--- src/rtl/alu_share_arb.sv ---
// alu_share_arb: two-port round-robin arbiter that time-shares one
// combinational ALU. A request is accepted in IDLE, the operands are held
// on the ALU for ALU_LAT_CYCLES cycles, Y is registered, and the result is
// returned to the granted port over a valid/ready response handshake.
//
// state | meaning
// ------+-----------------------------------------------------------
// IDLE  | waiting for a request; arbitration is live
// EXEC  | operands held on the ALU, settle counter running down
// RESP  | registered result offered to the granted requester
module alu_share_arb #(
    parameter int   ALU_LAT_CYCLES = 1,
    parameter logic RR_INIT        = 1'b0
) (
    input  logic       clk,
    input  logic       rst,
    input  logic       req_valid_0,
    input  logic       req_valid_1,
    output logic       req_ready_0,
    output logic       req_ready_1,
    input  logic [3:0] req_a_0,
    input  logic [3:0] req_a_1,
    input  logic [3:0] req_b_0,
    input  logic [3:0] req_b_1,
    input  logic [3:0] req_ctrl_0,
    input  logic [3:0] req_ctrl_1,
    output logic       rsp_valid_0,
    output logic       rsp_valid_1,
    input  logic       rsp_ready_0,
    input  logic       rsp_ready_1,
    output logic [7:0] rsp_y_0,
    output logic [7:0] rsp_y_1,
    output logic [3:0] alu_a,
    output logic [3:0] alu_b,
    output logic [3:0] alu_ctrl,
    input  logic [7:0] alu_y,
    output logic       busy,
    output logic       grant_id
);

    // Counter loads LAT-1 so that LAT=8 fits in 3 bits without wrapping.
    localparam logic [2:0] CNT_LOAD = 3'(ALU_LAT_CYCLES - 1);

    typedef enum logic [1:0] {
        IDLE = 2'd0,
        EXEC = 2'd1,
        RESP = 2'd2
    } state_t;

    state_t     state;
    state_t     state_nxt;
    logic       prio;
    logic       grant_sel;
    logic [2:0] cnt;
    logic [3:0] op_a;
    logic [3:0] op_b;
    logic [3:0] op_ctrl;
    logic [7:0] res_y;
    logic       req_hs;
    logic       rsp_hs;
    logic       exec_done;

    // Arbitration: a lone requester wins, contention goes to the pointer.
    always_comb begin
        grant_sel = prio;
        if (req_valid_0 && !req_valid_1) begin
            grant_sel = 1'b0;
        end else if (req_valid_1 && !req_valid_0) begin
            grant_sel = 1'b1;
        end
    end

    assign req_ready_0 = ~rst & (state == IDLE) & req_valid_0 & ~grant_sel;
    assign req_ready_1 = ~rst & (state == IDLE) & req_valid_1 &  grant_sel;
    assign req_hs      = req_ready_0 | req_ready_1;

    assign rsp_valid_0 = (state == RESP) & ~grant_id;
    assign rsp_valid_1 = (state == RESP) &  grant_id;
    assign rsp_hs      = (rsp_valid_0 & rsp_ready_0) | (rsp_valid_1 & rsp_ready_1);

    assign exec_done   = (state == EXEC) && (cnt == 3'd0);

    // Both result ports show the register; only the granted rsp_valid qualifies it.
    assign rsp_y_0  = res_y;
    assign rsp_y_1  = res_y;
    assign alu_a    = op_a;
    assign alu_b    = op_b;
    assign alu_ctrl = op_ctrl;
    assign busy     = (state != IDLE);

    // Next-state logic.
    always_comb begin
        state_nxt = state;
        case (state)
            IDLE:    if (req_hs)    state_nxt = EXEC;
            EXEC:    if (exec_done) state_nxt = RESP;
            RESP:    if (rsp_hs)    state_nxt = IDLE;
            default:                state_nxt = IDLE;
        endcase
    end

    // State register; a reset in EXEC or RESP simply drops the operation.
    always_ff @(posedge clk) begin
        if (rst) begin
            state <= IDLE;
        end else begin
            state <= state_nxt;
        end
    end

    // Operand capture, settle counter, result capture and priority update.
    always_ff @(posedge clk) begin
        if (rst) begin
            prio     <= RR_INIT;
            grant_id <= 1'b0;
            cnt      <= 3'd0;
            op_a     <= 4'd0;
            op_b     <= 4'd0;
            op_ctrl  <= 4'd0;
            res_y    <= 8'd0;
        end else begin
            if (req_hs) begin
                op_a     <= grant_sel ? req_a_1    : req_a_0;
                op_b     <= grant_sel ? req_b_1    : req_b_0;
                op_ctrl  <= grant_sel ? req_ctrl_1 : req_ctrl_0;
                grant_id <= grant_sel;
                cnt      <= CNT_LOAD;
            end else if ((state == EXEC) && (cnt != 3'd0)) begin
                cnt <= cnt - 3'd1;
            end
            if (exec_done) begin
                res_y <= alu_y;
            end
            if (rsp_hs) begin
                prio <= ~grant_id;
            end
        end
    end

endmodule
--- config.mk ---
export PLATFORM = sky130hd
export DESIGN_NAME = alu_share_arb
export DESIGN_NICKNAME = d
export VERILOG_FILES = /design/src/rtl/alu_share_arb.sv
export SDC_FILE = /design/constraint.sdc
export NUM_CORES = 1
export LEC_CHECK = 0
export ABC_AREA = 0
export CAP_MARGIN = 40
export CORE_MARGIN = 2
export CORE_UTILIZATION = 50
export CTS_CLUSTER_DIAMETER = 30
export DETAILED_ROUTE_END_ITERATION = 8
export DONT_BUFFER_PORTS = 1
export MAX_ROUTING_LAYER = met4
export SLEW_MARGIN = 40
export SYNTH_ARGS = -nofsm -noshare
export SYNTH_HDL_FRONTEND = slang
export SYNTH_SLANG_ARGS = --single-unit
--- constraint.sdc ---
create_clock -name clk -period 1.7 [get_ports clk]
set_input_delay 0.255 -clock clk [delete_from_list [all_inputs] [get_ports clk]]
set_output_delay 0.255 -clock clk [all_outputs]
set_load 0.005 [all_outputs]
; Yosys cells after proc, flatten, opt, wreduce, memory -nomap -nowiden
; Index checks and enable logic that the tools add are counted.
; Widths: inputs -> output; s select.
[classes]
n_bitwise = 14
addsub = 1
n_reduce_logical = 12
eq_ne = 5
n_mux = 9
[op_table]
columns = op, count
row1 = $mux 4, 3
row2 = $and 1x1->1, 9
row3 = $mux 2, 3
row4 = $ne 2x2->1 const B, 3
row5 = $pmux 2 s3, 1
row6 = $logic_and 1x1->1, 4
row7 = $logic_not 3->1, 1
row8 = $not 1->1, 3
row9 = $reduce_and 3->1, 1
row10 = $reduce_bool 3->1, 1
row11 = $sub 3x1->3 const B, 1
row12 = $eq 2x1->1 const B, 1
row13 = $eq 2x2->1 const B, 1
row14 = $logic_not 1->1, 2
row15 = $logic_not 2->1, 1
row16 = $mux 1, 2
row17 = $or 1x1->1, 2
row18 = $reduce_bool 2->1, 1
row19 = $reduce_or 2->1, 1
[totals]
wordCells = 49
reg_bits = 27

; Logic depth before layout (Yosys ltp)
; Gate-level depths: netlist of run 1.
[depth]
depth_word = 9
mapped_depth = 7

; Worst setup path after synthesis of run 1
; Ideal clock, no wire load.
[synth_path]
kind = flip-flop to flip-flop
from = reg cnt[0]
to = reg cnt[1]
t_required_ps = 1588
path_buffers = 0
arrival_time_ps = 1298
path_stages_with_launch = 7
period_less_slack_ps = 1410
setup_time_ps = 112
setup_slack_ps = 290
cell_sequence = dfxtp_1 inv_1 ha_1 nor2b_1 and2b_1 nor2_1 a2111oi_1
[synth_between]
elab_chain_len = 2
word_cells_on_any_way = 3
[synth_lines]
columns = element, line_no
row1 = from (decl), 54  ; logic [2:0] cnt;
row2 = from (signal assigned), 129  ; cnt <= cnt - 3'd1;
row3 = branches (longest 2 deep; another with $sub 3x1->3), --
; Several ways; the timed one is not identified.
; A chain may end at the register's enable or synchronous reset.

; Worst setup path after layout of run 1
; Same ends and word-level chain as after synthesis.

==> results of run 1 <==
## cell type report
| cell class | instances | area share |
|---|---|---|
| Tap cell | 30 | 0.0288 |
| Multi-Input combinational cell | 114 | 0.505 |
| Sequential cell | 27 | 0.415 |
| Clock buffer | 3 | 0.0173 |
| Inverter | 3 | 0.00865 |
| Clock inverter | 1 | 0.00576 |
| Timing Repair Buffer | 2 | 0.0192 |
## sequential cells by signal, summed over array words and instances (netlist names)
register	flops
alu_ctrl	4
alu_a	4
alu_b	4
prio	1
cnt	3
state	2
grant_id	1
rsp_y_0	8
## timing repair
| item | CTS | global route |
|---|---|---|
| buffers inserted | 0 | 0 |
| hold endpoints to repair | 27 | 0 |
| hold buffers | 1 | 0 |
## worst max-delay path: stages (launching register included)
cell and delay, ns:
dfxtp_1 0.38, inv_1 0.07, ha_1 0.21, nor2b_1 0.15, and2b_1 0.27, nor2_1 0.06
a2111oi_1 0.34
## cell usage in the layout (no fill, tap or decap), types with 2 or more instances in the layout
cell / n
and2b_1: 3
a21oi_1: 11
a311oi_1: 7
inv_1: 3
ha_1: 2
nor3_1: 2
dfxtp_1: 27
nor2_2: 5
nor2b_1: 3
a311oi_2: 5
nor2_1: 12
and3_1: 2
mux2i_1: 2
nand2b_1: 2
and2_1: 2
nand2_1: 47
clkbuf_4: 3
## stage by stage
stage / power (mW) / utilization / cell area, um2
2_1_floorplan: 0.931 / - / 1340
5_1_grt: 1.29 / 0.521 / 1300
6_report: 1.21 / 0.521 / 1300
3_3_place_gp: 0.929 / 0.507 / 1270
3_5_place_dp: 0.937 / 0.507 / 1270
4_1_cts: 1.23 / 0.523 / 1310
## power groups by stage
| stage | registers [mW] | clock network, mW | logic, mW |
|---|---|---|---|
| 2_1_floorplan | 0.727 | 0 | 0.203 |
| 3_3_place_gp | 0.740 | 0 | 0.189 |
| 3_5_place_dp | 0.741 | 0 | 0.195 |
| 4_1_cts | 0.728 | 0.292 | 0.208 |
| 5_1_grt | 0.733 | 0.323 | 0.234 |
| 6_report | 0.727 | 0.281 | 0.205 |
## cells by family (layout without fill, tap and decap cells)
family	Yosys count	in the layout	share of synthesized area
compound gates	29	29	0.184
xor+xnor	1	1	0.00656
fa+ha+maj	2	2	0.0187
buf+inv	20	9	0.103
flops	27	27	0.404
mux	2	2	0.0150
simple gates	80	80	0.268
## worst paths after layout
check                                from                 endpoint  cells after the start
hold / removal                   alu_y[5]  rsp_y_0[5]$_SDFFE_PP0P_                      2
setup / recovery      cnt[0]$_SDFFE_PP0P_      cnt[1]$_SDFFE_PP0P_                      6
setup reg to reg      cnt[0]$_SDFFE_PP0P_      cnt[1]$_SDFFE_PP0P_                      6
hold reg to reg   rsp_y_0[1]$_SDFFE_PP0P_  rsp_y_0[1]$_SDFFE_PP0P_                      2
## metal layers
layer | GRT usage | vias to the layer above | part of all wire | routed length [um]
met5 | - | - | 0 | 0
met3 | 0.0349 | 0 | 0.080 | 205
li1 | - | 512 | - | -
met1 | 0.201 | 479 | 0.42 | 1070
met2 | 0.310 | 38 | 0.50 | 1280
met4 | 0.0523 | 0 | 0 | 0
==> results_dict.tcl, run 1 <==
set metrics [dict create \
    status "complete, no violations" \
    worst_pin_slew_ns 0.529 \
    slew_violations 0 \
    cts-htree-levels 1 \
    hold_violations 0 \
    nNetsFinal 191 \
    vias_per_cell 5.72 \
    fmaxAchievable_ghz 0.629 \
    fill_cells 247 \
    multi_input_area_um2 658 \
    seqPwrFrac 0.599 \
    grt_max_degree 29 \
    p_per_area_mw_per_mm2 931 \
    placeableCoreArea_mm2 0.00250 \
    setup_viol 0 \
    pwr-share-comb 0.169 \
    grt_pass1_wl_um 4350 \
    worstPathMaxFanout 4 \
    synth_cell_type_count 30 \
    synth_ff_type "dfxtp_1" \
    synth.most_common_cell "nand2_1" \
    synthArstFlopShare 0 \
    synth_area_leaders "dfxtp_1 40%, nand2_1 13%, a311oi_2 5.6%, buf_4 5.1%, a311oi_1 4.6%" \
    drtIter0Drc 41 \
    cts_buffer_depth 2 \
    gp_congestion 0.663 \
    areaGrowthSynthToFinish_pct -2.53 \
    power_switching_mw 0.360 \
    slew-limit-headroom 0.647 \
    yosys_warnings 0 \
    detail_route.wl_per_cell_um 14.2 \
    dp.cells 175 \
    crit_path_start_kind "flip-flop" \
    n_antenna_cell 0 \
    num_rows 18 \
    timing.setup.tns_ns 0 \
    grt_pass1_vias 1006 \
    numPortBuffers 0 \
    switching_share 0.297 \
    die_w_um 55.7 \
    drc 0 \
    vias 1029 \
    finalNonFillerCells 180 \
    hold_class "in2reg" \
    ys_ff_latch 27 \
    track_usage 0.176 \
    r2r_slack_ns 0.11 \
    drv_cap 0 \
    die_area_mm2 0.00310 \
    start_util 0.535 \
    end_kind "flip-flop" \
    cts_buffers 3 \
    root_buffer "clkbuf_4" \
    yosys.area.top_type_share 0.404 \
    hpwl_um 1850 \
    syn_inst 161 \
    internal-power_mw 0.852 \
    fin_crit_ns 1.59 \
    seq_area_um2 541 \
    synth_edf_count 0 \
    cts_sinks 27 \
    io-pin-count 72 \
    clockPowerShare 0.232 \
    grt_overflow 0 \
    clk_latency_ns 0.32 \
    required_ns 1.92 \
    vdd_drop_max_uv 539 \
    whs_ns 0.0415 \
    crit_type "reg2reg" \
    worst_slack_ns 0.111 \
    first_pass_iters 4 \
    clk_pin_slew_ns 0.15 \
    drt-total-wl_um 2560 \
    cts_resized 0 \
    arrival_ns 1.81 \
    synth_area_mm2 0.00134 \
    avgSynthCellArea_um2 8.30 \
    die_y_um 55.7 \
    antenna_found_initial 0 \
    rsz0062_at_grt "false" \
    synth_common_cells "47 x nand2_1, 27 x dfxtp_1, 12 x nor2_1" \
    cts_tree "yes" \
    seq_area_frac_synth 0.404 \
    min_period_over_period 0.935 \
    layout-drive-gt1-share 0.133 \
    fin_skew_ns 0.00420 \
    synth_top_area_cell "dfxtp_1" \
    leakagePower_nw 0.485 \
    drtAntennaViolNets 0 \
    place_ws_ns 0.136 \
    synthesis.nets 201 \
]
(Power assumes the default switching activity.)
==> run 2, diff against run 1 <==
ABC_AREA = 1   (was 0)
==> run 2 against run 1 <==
Against the previous run:
- clock skew down 0.0016 ns
- synthesized area grew 5.8%
- sequential power hardly changed
- via count rose by 12%
- non-clock buffer count is the same
- synthesized cell count up 34%
- critical path depth decreased by 1
- sequential share of layout area down 2.3 points
- clock power is essentially flat
- combinational power shrank 6%
- die area is 5.4% higher
==> results_dict.tcl, run 2 <==
set metrics [dict create \
    synth-compound-area-share 0.0717 \
    synth_area_leaders "dfxtp_1 38%, nand2_1 16%, nor2_1 12%, inv_1 6.6%, buf_4 5.3%" \
    yosys.area.top_type_share 0.382 \
    areaGrowthSynthToFinish_pct -2.39 \
    hpwl_um 2130 \
    startpoint "state[0]$_SDFFE_PP0P_" \
    seq_area_frac_synth 0.382 \
    min_period_over_period 0.856 \
    ys_ff_latch 27 \
    vias 1157 \
    status "complete, no violations" \
    syn_inst 216 \
    synthesis.nets 256 \
    avgSynthCellArea_um2 6.55 \
    drc 0 \
    cp_common_cell "nand2_1" \
    grt_max_degree 27 \
    r2r_slack_ns 0.26 \
    cts_buffers 3 \
    synth_cell_type_count 17 \
    layout_commonest_cell "nand2_1" \
    synthAdderAreaFrac 0.0177 \
    largest_register_ffs 8 \
    num_rows 19 \
    leakagePower_nw 0.657 \
    drt-total-wl_um 2790 \
    hold_depth 2 \
    start_util 0.522 \
    p_per_area_mw_per_mm2 868 \
    die_y_um 57.2 \
    grt_pass1_wl_um 4770 \
    fin_crit_ns 1.46 \
    first_pass_iters 4 \
    root_buffer "clkbuf_4" \
    cts_sinks 27 \
    crit_chain "nor2_4 -> nand2_1 -> nor2_1 -> nand2_1 -> inv_1" \
    crit_type "reg2out" \
    hold_violations 0 \
    die_w_um 57.2 \
    placeableCoreArea_mm2 0.00271 \
    track_usage 0.191 \
    arrival_ns 1.20 \
    numPortBuffers 0 \
    fin_area_mm2 0.00138 \
    crit-reg2reg-launch "cnt[0]$_SDFFE_PP0P_" \
    fmaxAchievable_ghz 0.687 \
    synth_ff_type "dfxtp_1" \
    vias_per_cell 4.86 \
    grt_overflow 0 \
    synth_top_area_cell "dfxtp_1" \
    gp_congestion 0.736 \
    synth-xor-area-share 0.00619 \
    drtIter0Drc 28 \
    detail_route.wl_per_cell_um 11.7 \
    drtAntennaViolNets 0 \
    layout-drive-gt1-share 0.0676 \
    vdd_drop_max_uv 567 \
    fin_skew_ns 0.00256 \
    cts_resized 0 \
    synth_area_mm2 0.00141 \
    muxShareOfSynthArea 0 \
    fin_total_pwr_mw 1.20 \
    setup_viol 0 \
    worst_pin_slew_ns 0.673 \
    critPathSlowestCell "dfxtp_1" \
    hold_class "in2reg" \
    end_kind "primary output" \
    final_util 0.509 \
    place_area_mm2 0.00134 \
    clk_latency_ns 0.32 \
    required_ns 1.44 \
    antenna_found_initial 0 \
    whs_ns 0.0635 \
    drv_cap 0 \
    clk_pin_slew_ns 0.14 \
    synth_top_family_by_area "simple AND/OR/NAND/NOR gates" \
    n_antenna_cell 0 \
    mostFrequentLayoutCells "62 x nand2_1, 46 x nor2_1, 27 x dfxtp_1" \
    yosys_warnings 0 \
    nNetsFinal 248 \
    io-pin-count 72 \
    reg2regPathDepth 8 \
    synth_edf_count 0 \
    cpPeakStageDelay_ns 0.39 \
    slew_violations 0 \
    timing.setup.tns_ns 0 \
    synthArstFlopShare 0 \
    worstPathMaxFanout 4 \
    synth.most_common_cell "nand2_1" \
    reg2reg_to "rsp_y_0[2]$_SDFFE_PP0P_" \
    die_area_mm2 0.00327 \
    endpoint "req_ready_1" \
    slew-limit-headroom 0.549 \
    rsz0062_at_grt "false" \
    crit_path_start_kind "flip-flop" \
    yosys.area_share.simple 0.371 \
    cts-htree-levels 1 \
    cts_tree "yes" \
    synth_common_cells "62 x nand2_1, 46 x nor2_1, 27 x dfxtp_1" \
    grt_pass1_vias 1101 \
    cts_buffer_depth 2 \
]
==> run 2: changes by cell type after synthesis, sizes merged, moves of 5 or more <==
cell / change
o21ai: +9
nand3: +13
a21oi: -5
nand2: +21
nor2: +30
a311oi: -12
inv: +23
==> run 2: worst min-delay path by stage <==
| stage | startpoint | to | slack [ns] |
|---|---|---|---|
| after detailed placement | rst | state[0]$_SDFFE_PP0P_ | 0.33 |
| final | rsp_ready_0 | prio$_SDFFE_PP0P_ | 0.06 |
| after floorplan | rst | prio$_SDFFE_PP0P_ | 0.32 |
| after global placement | rst | state[1]$_SDFFE_PP0P_ | 0.33 |
| after global routing | rsp_ready_0 | prio$_SDFFE_PP0P_ | 0.06 |
| after CTS | rsp_ready_0 | prio$_SDFFE_PP0P_ | 0.06 |
==> run 2: cell families after synthesis <==
kind of cell             Yosys count
adder cells (fa/ha/maj)            2
buffers and inverters             41
flip-flops                        27
AO/OA/AOI/OAI                     17
AND/OR/NAND/NOR                  128
XOR/XNOR                           1
==> run 2: cell type report <==
type | count | area (um2)
sequential | 27 | 541
clock buffer | 4 | 26.3
tap | 31 | 38.8
fill | 305 | 1330
inverter | 26 | 97.6
multi-input combinational | 148 | 659
timing repair buffer | 2 | 17.5
==> run 2: report_power, final <==
group / leakage, nW / internal (mW) / switching [mW]
clock network: 0.0150 / 0.0919 / 0.188
registers: 0.222 / 0.681 / 0.0451
logic: 0.421 / 0.0698 / 0.122
total: 0.657 / 0.843 / 0.355
==> run 2: repair_timing <==
action,4_1_cts,5_1_grt
hold endpoints to repair,3,0
buffers inserted,0,0
hold buffers,1,0
==> run 2: through the flow <==
| stage | setup slack, ns | instances |
|---|---|---|
| after floorplan | 0.521 | 216 |
| after global routing | 0.0761 | 238 |
| after CTS | 0.232 | 238 |
| final | 0.245 | 238 |
| after detailed placement | 0.290 | 233 |
| after global placement | 0.363 | 233 |
==> run 2: routing by layer <==
| metal | GRT usage | vias to the layer above | wire, um |
|---|---|---|---|
| met2 | 0.309 | 48 | 1320 |
| met5 | - | - | 0 |
| li1 | - | 624 | - |
| met3 | 0.0544 | 4 | 254 |
| met1 | 0.226 | 481 | 1190 |
| met4 | 0.0698 | 0 | 28 |
==> run 2: worst max-delay path, delay by kind of cell, from the launching register on <==
family / cells / cell delay (ns)
flops: 1 / 0.39
simple gates: 4 / 0.40
buf+inv: 1 / 0.08
==> run 3, diff against run 2 <==
CORE_MARGIN = unset   (was 2)
==> run 3 against run 2 <==
Against the previous run:
- combinational power is essentially flat
- clock skew shrank 0.0016 ns
- non-clock buffer count is the same
- sequential share of layout area is the same
- largest power group unchanged
- highest routed layer unchanged
==> results_dict.tcl, run 3 (same netlist as run 2, synthesis figures left out) <==
set metrics [dict create \
    status "complete, no violations" \
    vias 1153 \
    n_antenna_cell 0 \
    worstPathMaxFanout 4 \
    cts_setup_buffers 0 \
    cts_resized 0 \
    grt_pass1_vias 915 \
    largest_register_ffs 8 \
    slew_violations 0 \
    slew-limit-headroom 0.575 \
    worst_pin_slew_ns 0.635 \
    cts-htree-levels 1 \
    numPortBuffers 0 \
    arrival_ns 1.20 \
    seqPwrFrac 0.610 \
    drv_cap 0 \
    layout-drive-gt1-share 0.0725 \
    die_y_um 55.2 \
    place_ws_ns 0.318 \
    fin_area_mm2 0.00138 \
    detail_route.wl_per_cell_um 10.9 \
    fmaxAchievable_ghz 0.686 \
    ctsHoldBuffers 1 \
    vias_per_cell 4.86 \
    grt_max_degree 27 \
    drtAntennaViolNets 0 \
    start_util 0.551 \
    fin_skew_ns 0.000937 \
    cts_buffer_depth 2 \
    hpwl_um 2040 \
    cts_tree "yes" \
    setup_viol 0 \
    drt-total-wl_um 2590 \
    first_pass_iters 3 \
    final_util 0.538 \
    rsz0062_at_grt "false" \
    drc 0 \
    timing.setup.tns_ns 0 \
    die_w_um 55.2 \
    finalNonFillerCells 237 \
    hold_class "in2reg" \
    fin_total_pwr_mw 1.19 \
    crit_path_start_kind "flip-flop" \
    die_area_mm2 0.00304 \
    num_rows 18 \
    antenna_found_initial 0 \
    nNetsFinal 248 \
    clk_latency_ns 0.32 \
    track_usage 0.179 \
    power_switching_mw 0.350 \
    switching_share 0.294 \
    min_period_over_period 0.858 \
    worst_slack_ns 0.242 \
    end_kind "primary output" \
    p_per_area_mw_per_mm2 861 \
    leakagePower_nw 0.660 \
    place_area_mm2 0.00134 \
    fin_crit_ns 1.46 \
    io-pin-count 72 \
    internal-power_mw 0.839 \
    clockPowerShare 0.229 \
    areaGrowthSynthToFinish_pct -2.39 \
    grt_overflow 0 \
    required_ns 1.44 \
    cts_sinks 27 \
    cts_buffers 3 \
    placeableCoreArea_mm2 0.00257 \
    crit_type "reg2out" \
    grt_pass1_wl_um 3760 \
    mostFrequentLayoutCells "62 x nand2_1, 46 x nor2_1, 27 x dfxtp_1" \
    layout_commonest_cell "nand2_1" \
    pwr-share-comb 0.161 \
    gp_congestion 0.723 \
    drtIter0Drc 6 \
    whs_ns 0.0652 \
    root_buffer "clkbuf_4" \
    clk_pin_slew_ns 0.14 \
    vdd_drop_max_uv 631 \
    dp.cells 232 \
    hold_violations 0 \
]
==> run 3: cell count changes in the layout (fill, tap and decap cells not counted), sizes merged <==
cell / change
clkbuf: -1
clkinv: +1
==> run 3: power groups by stage <==
stage	Sequential, mW	Clock (mW)	Combinational (mW)
2_1_floorplan	0.728	0	0.198
4_1_cts	0.728	0.285	0.194
5_1_grt	0.737	0.305	0.228
3_5_place_dp	0.742	0	0.191
3_3_place_gp	0.741	0	0.185
6_report	0.726	0.273	0.191
==> run 3: path summary, 6_finish.rpt <==
check	endpoint	slack (ns)	start	cells past startpoint
worst max-delay path	req_ready_1	0.24	state[0]$_SDFFE_PP0P_	5
worst min-delay path	prio$_SDFFE_PP0P_	0.07	rsp_ready_0	2
worst max register to register	rsp_y_0[1]$_SDFFE_PP0P_	0.31	cnt[0]$_SDFFE_PP0P_	8
worst min register to register	cnt[1]$_SDFFE_PP0P_	0.47	cnt[1]$_SDFFE_PP0P_	2
==> run 3: layout make-up <==
| class | count | area, um2 |
|---|---|---|
| fill | 280 | 1190 |
| multi-input combinational | 148 | 659 |
| sequential | 27 | 541 |
| inverter | 26 | 97.6 |
| tap | 30 | 37.5 |
| clock buffer | 3 | 22.5 |
| timing repair buffer | 2 | 17.5 |
| clock inverter | 1 | 5.00 |
==> run 3: metal layers <==
metal	part of all wire	vias to the layer above	GRT usage	routed length, um
li1	-	622	-	-
met1	0.44	477	0.214	1130
met2	0.44	50	0.285	1140
met3	0.11	4	0.0546	291
met4	0.011	0	0.0625	28
met5	0	-	-	0
==> run 3: worst max-delay path, stage by stage, from the launching register on <==
cell and delay, ns:
dfxtp_1 0.40, nor2_4 0.18, nand2_1 0.09, nor2_1 0.09
nand2_1 0.06, inv_1 0.07
==> patch 1 (flow settings as in run 3) <==
Make the reset (`rst`) asynchronous in 2 clocked blocks.
--- a/src/rtl/alu_share_arb.sv
+++ b/src/rtl/alu_share_arb.sv
@@ -101,5 +101,5 @@
 
     // State register; a reset in EXEC or RESP simply drops the operation.
-    always_ff @(posedge clk) begin
+    always_ff @(posedge clk or posedge rst) begin
         if (rst) begin
             state <= IDLE;
@@ -110,5 +110,5 @@
 
     // Operand capture, settle counter, result capture and priority update.
-    always_ff @(posedge clk) begin
+    always_ff @(posedge clk or posedge rst) begin
         if (rst) begin
             prio     <= RR_INIT;
Check against the original RTL: differs if rst is asserted again (counterexample within 4 cycles, from zero or initial values and one cycle with rst high); with rst held inactive, the same outputs for 10 cycles.
==> patch 1 against run 3 <==
- setup slack worse by 0.14 ns
- sequential cell count stayed put
- design area increased by 8.0%
- via count rose by 1.5%
- wire length grew 8.0%
- final cell count down 3.8%
- area after synthesis rose by 3.6%
- highest routed layer unchanged
Power is not compared: it rests on default switching activity, and its combinational part moved more than twofold at a synthesized area within 25%.
==> patch 1: results (changes against run 3) <==
[setup_path]
rrSetupSlack_ns = 0.38  ; was 0.31 ns
path_delay_family = simple AND/OR/NAND/NOR gates  ; unchanged
reg2regPathDepth = 7  ; was 8
slowest_stage = dfrtp_1  ; was dfxtp_1
r2r-start = cnt[0]  ; unchanged
cp_max_fo = 7  ; was 4
cp_slowest_stage_delay_ns = 0.47  ; was 0.40 ns
reg2reg_to = rsp_y_0[4]  ; was rsp_y_0[1]
crit_start = state[1]  ; was state[0]
crit_arrival_ns = 1.34  ; was 1.20 ns

[cells_and_area]
clk_share = 0.0185  ; was 0.0199
inv_count = 38  ; was 26
drive_above_1_share = 0.0964  ; was 0.0725
seq_cells = 27  ; unchanged
diodes = 0  ; unchanged
multi_input_cells = 122  ; was 148
register_area_sq_um = 676  ; was 541 sq um
syn2layout_area_growth_pct = 1.71  ; was -2.39%
nets = 238  ; was 248
buf_share = 0.0319  ; was 0.0127
multi_input_area_share = 0.374  ; was 0.478
buffers = 6  ; was 2
fillers = 279  ; was 280

[die]
tapcell.inserted = 31  ; was 30

[detailed_routing]
via_count = 1170  ; was 1153
first_iter_violations = 49  ; was 6
wl_per_cell_um = 12.3  ; was 10.9 um
drtPass1Iterations = 4  ; was 3
wl_mm = 2.80  ; was 2.59 mm

[yosys]
yosys-top-cells-count = nand2_1 (69), nand3_1 (40), inv_1 (32)  ; was nand2_1 (62), nor2_1 (46), dfxtp_1 (27)
synth_area_leaders = dfrtp_1 (46%), nand2_1 (18%), nand3_1 (14%), inv_1 (8.2%), buf_4 (4.1%)  ; was dfxtp_1 (38%), nand2_1 (16%), nor2_1 (12%), inv_1 (6.6%), buf_4 (5.3%)
synth-main-ff-cell = dfrtp_1  ; was dfxtp_1
syn_nets = 241  ; was 256
synthArstFlopShare = 1.00  ; was 0
seq_area_frac_synth = 0.461  ; was 0.382
synth.distinct_cells = 16  ; was 17
synth_cells = 201  ; was 216

[pwr]
p_leak_nw = 0.889

[placement]
place_hpwl_mm = 2.17  ; was 2.04 mm
place_congestion = 0.750  ; was 0.723
place_area_sq_mm = 0.00145  ; was 0.00134 sq mm
dp_cells = 223  ; was 232
pre_cts_slack_ns = 0.330  ; was 0.318 ns

[grt]
grt_pass1_vias = 1132  ; was 915
grt_pass1_wl_mm = 4.80  ; was 3.76 mm
grt.total_usage = 0.199  ; was 0.179
grt_max_degree = 23  ; was 27

[worst_hold_path]
worstHoldEndpoint = rsp_y_0[5]  ; was prio
holdPathStages = 2  ; unchanged
holdCritStartpoint = alu_y[5]  ; was rsp_ready_0

[sta]
min_period_ns = 1.60  ; was 1.46 ns
slew_headroom = 0.804  ; was 0.575
fin_skew_ns = 0.00980  ; was 0.000937 ns
holdWs_ns = 0.0497  ; was 0.0652 ns

[clocking]
cts_htree_levels = 1  ; unchanged
root_buffer = clkbuf_4  ; unchanged
clkTransAtPathRegs_ns = 0.14  ; about the same
clock_latency_ns = 0.32  ; about the same
clk_path_buf_depth = 2  ; unchanged

[outcome]
status = complete, no violations  ; unchanged

==> patch 1: cell families (layout without fill, tap and decap cells) <==
group | count (synthesis) | in the layout | synth area share
fa+ha+maj | 2 | 2 | 0.0171
buf+inv | 52 | 48 | 0.163
xor+xnor | 1 | 1 | 0.00598
compound gates | 2 | 2 | 0.00683
flops | 27 | 27 | 0.461
simple gates | 117 | 117 | 0.346
==> patch 1: per-layer routing <==
| layer | vias to the layer above | part of all wire | track usage |
|---|---|---|---|
| met5 | - | 0 | - |
| li1 | 595 | - | - |
| met1 | 537 | 0.45 | 0.232 |
| met4 | 0 | 0.014 | 0.0732 |
| met3 | 4 | 0.048 | 0.0512 |
| met2 | 34 | 0.48 | 0.330 |
==> patch 1: timing repair <==
action | in CTS | in global routing
setup endpoints to repair | 0 | 1
buffers inserted | 0 | 0
hold buffers | 1 | 0
hold endpoints to repair | 27 | 0
resized for setup | 0 | 2
==> patch 2 (settings of run 3) <==
Without the edit above. Re-encode `state_t` (3 states) as one-hot, 3 bits wide.
--- a/src/rtl/alu_share_arb.sv
+++ b/src/rtl/alu_share_arb.sv
@@ -42,8 +42,8 @@
     localparam logic [2:0] CNT_LOAD = 3'(ALU_LAT_CYCLES - 1);
 
-    typedef enum logic [1:0] {
-        IDLE = 2'd0,
-        EXEC = 2'd1,
-        RESP = 2'd2
+    typedef enum logic [2:0] {
+        IDLE = 3'b001,
+        EXEC = 3'b010,
+        RESP = 3'b100
     } state_t;
 
Behaviour: no difference found for any inputs over 10 cycles, from zero or initial values and one cycle with rst high; not proved beyond that.
==> patch 2 against run 3 <==
- setup slack worse by 0.070 ns
- synthesized cell count is 7.9% lower
- wire length up 6.4%
- die area shrank 2.6%
- sequential cell count is 1 higher
- area after synthesis decreased by 2.7%
- clock skew rose by 0.0016 ns
- sequential share of layout area grew 2.0 points
- count of clock-buffer cells in the layout rose by 1
- design area is 1.5% lower
- total power grew 7.8%
- non-clock buffer count unchanged
==> patch 2: results (changes against run 3) <==
[grt]
antenna_found_initial = 0  ; unchanged
grt_pass1_vias = 945  ; was 915
grt.total_usage = 0.192  ; was 0.179
grt_max_degree = 23  ; was 27
grt_pass1_wl_mm = 3.94  ; was 3.76 mm

[clocking]
cts_buffers = 3  ; unchanged
post-cts-setup-buffer-count = 0  ; unchanged
cts_hold_buf = 1  ; unchanged
cts_resized = 0  ; unchanged
clock_latency_ns = 0.32  ; about the same
root_buffer = clkbuf_4  ; unchanged
clkTransAtPathRegs_ns = 0.14  ; about the same

[sta]
slew_headroom = 0.571  ; was 0.575
fin_skew_ns = 0.00258  ; was 0.000937 ns

[placement]
place_congestion = 0.671  ; was 0.723
numPortBuffers = 0  ; unchanged
place_hpwl_mm = 2.04  ; about the same
pre_cts_slack_ns = 0.274  ; was 0.318 ns

[detailed_routing]
first_iter_violations = 20  ; was 6
dr_wl_met3_um = 192  ; was 291 um
met1_length_mm = 1.24  ; was 1.13 mm
route.met2.wl_mm = 1.30  ; was 1.14 mm
wl_per_cell_um = 12.5  ; was 10.9 um
drtPass1Iterations = 4  ; was 3
via_count = 1181  ; was 1153

[setup_path]
slowest_stage = dfxtp_1  ; unchanged
cp_slowest_stage_delay_ns = 0.37  ; was 0.40 ns
path_delay_family = flip-flops  ; was simple AND/OR/NAND/NOR gates
cp_max_fo = 14  ; was 4
crit_arrival_ns = 1.27  ; was 1.20 ns
reg2regPathDepth = 7  ; was 8

[pwr]
vdd_drop_max_mv = 0.460  ; was 0.631 mV
p_leak_nw = 0.605  ; was 0.660 nW

[outcome]
status = complete, no violations  ; unchanged

[die]
dieArea_sq_mm = 0.00297  ; was 0.00304 sq mm

[worst_hold_path]
holdPathStages = 2  ; unchanged

[cells_and_area]
drive_above_1_share = 0.0895  ; was 0.0725
largest_reg_flops = 8  ; unchanged
nets = 231  ; was 248
diodes = 0  ; unchanged

[yosys]
synth_area_leaders = dfxtp_1 (41%), nor2_1 (12%), nand2_1 (11%), o21ai_0 (7.3%), nand3_1 (5.8%)  ; was dfxtp_1 (38%), nand2_1 (16%), nor2_1 (12%), inv_1 (6.6%), buf_4 (5.3%)
synth.distinct_cells = 22  ; was 17
synth-main-ff-cell = dfxtp_1  ; unchanged
seq_area_frac_synth = 0.407  ; was 0.382
syn_nets = 239  ; was 256
yosysWarnings = 0  ; unchanged
yosys-top-cells-count = nor2_1 (44), nand2_1 (39), dfxtp_1 (28)  ; was nand2_1 (62), nor2_1 (46), dfxtp_1 (27)

[patch 2: changes by cell type after synthesis, moves of 3 or more]
| cell | delta |
|---|---|
| nand2_1 | -23 |
| inv_1 | -14 |
| o21ai_0 | +11 |
| nand3_1 | +4 |
| nand2_2 | -3 |
[patch 2: report_power, final]
part	internal, W	switching, W
combinational	0.0000689	0.000134
sequential	0.000713	0.0000448
clock	0.000131	0.000190
total	0.000913	0.000368
[patch 2: per-layer routing]
metal / vias up / track usage
li1: 607 / -
met1: 527 / 0.211
met2: 43 / 0.341
met3: 4 / 0.0361
met4: 0 / 0.0684
met5: - / -
[patch 2: layout make-up]
cell class / count / area, sq um
Clock buffer: 4 / 36.3
Fill cell: 268 / 1180
Inverter: 14 / 52.6
Multi-Input combinational cell: 142 / 656
Sequential cell: 28 / 561
Tap cell: 30 / 37.5
Timing Repair Buffer: 2 / 17.5
[patch 2: logic make-up (layout without fill, tap and decap cells)]
group,count (synthesis),in the layout,synth area share
AO/OA/AOI/OAI,31,31,0.120
adder cells (fa/ha/maj),2,2,0.0182
buffers and inverters,29,20,0.116
flip-flops,28,28,0.407
AND/OR/NAND/NOR,109,109,0.338
[patch 2: through the flow]
step | total power, W | std cells | instance area (sq um) | utilization | hold slack [ns]
after floorplan | 0.000955 | 199 | 1380 | - | 0.324
after global routing | 0.00135 | 220 | 1360 | 0.534 | 0.0202
final | 0.00128 | 220 | 1360 | 0.534 | 0.0202
after detailed placement | 0.000975 | 215 | 1310 | 0.516 | 0.328
after CTS | 0.00130 | 220 | 1360 | 0.534 | 0.0119
after global placement | 0.000970 | 215 | 1310 | 0.516 | 0.327
[patch 2: path summary, 6_finish.rpt]
kind / from / end / slack [ns]
worst max-delay path: prio / req_ready_1 / 0.17
worst min-delay path: rst / state[0] / 0.02
worst max register to register: cnt[0] / cnt[1] / 0.22
worst min register to register: cnt[0] / cnt[0] / 0.48
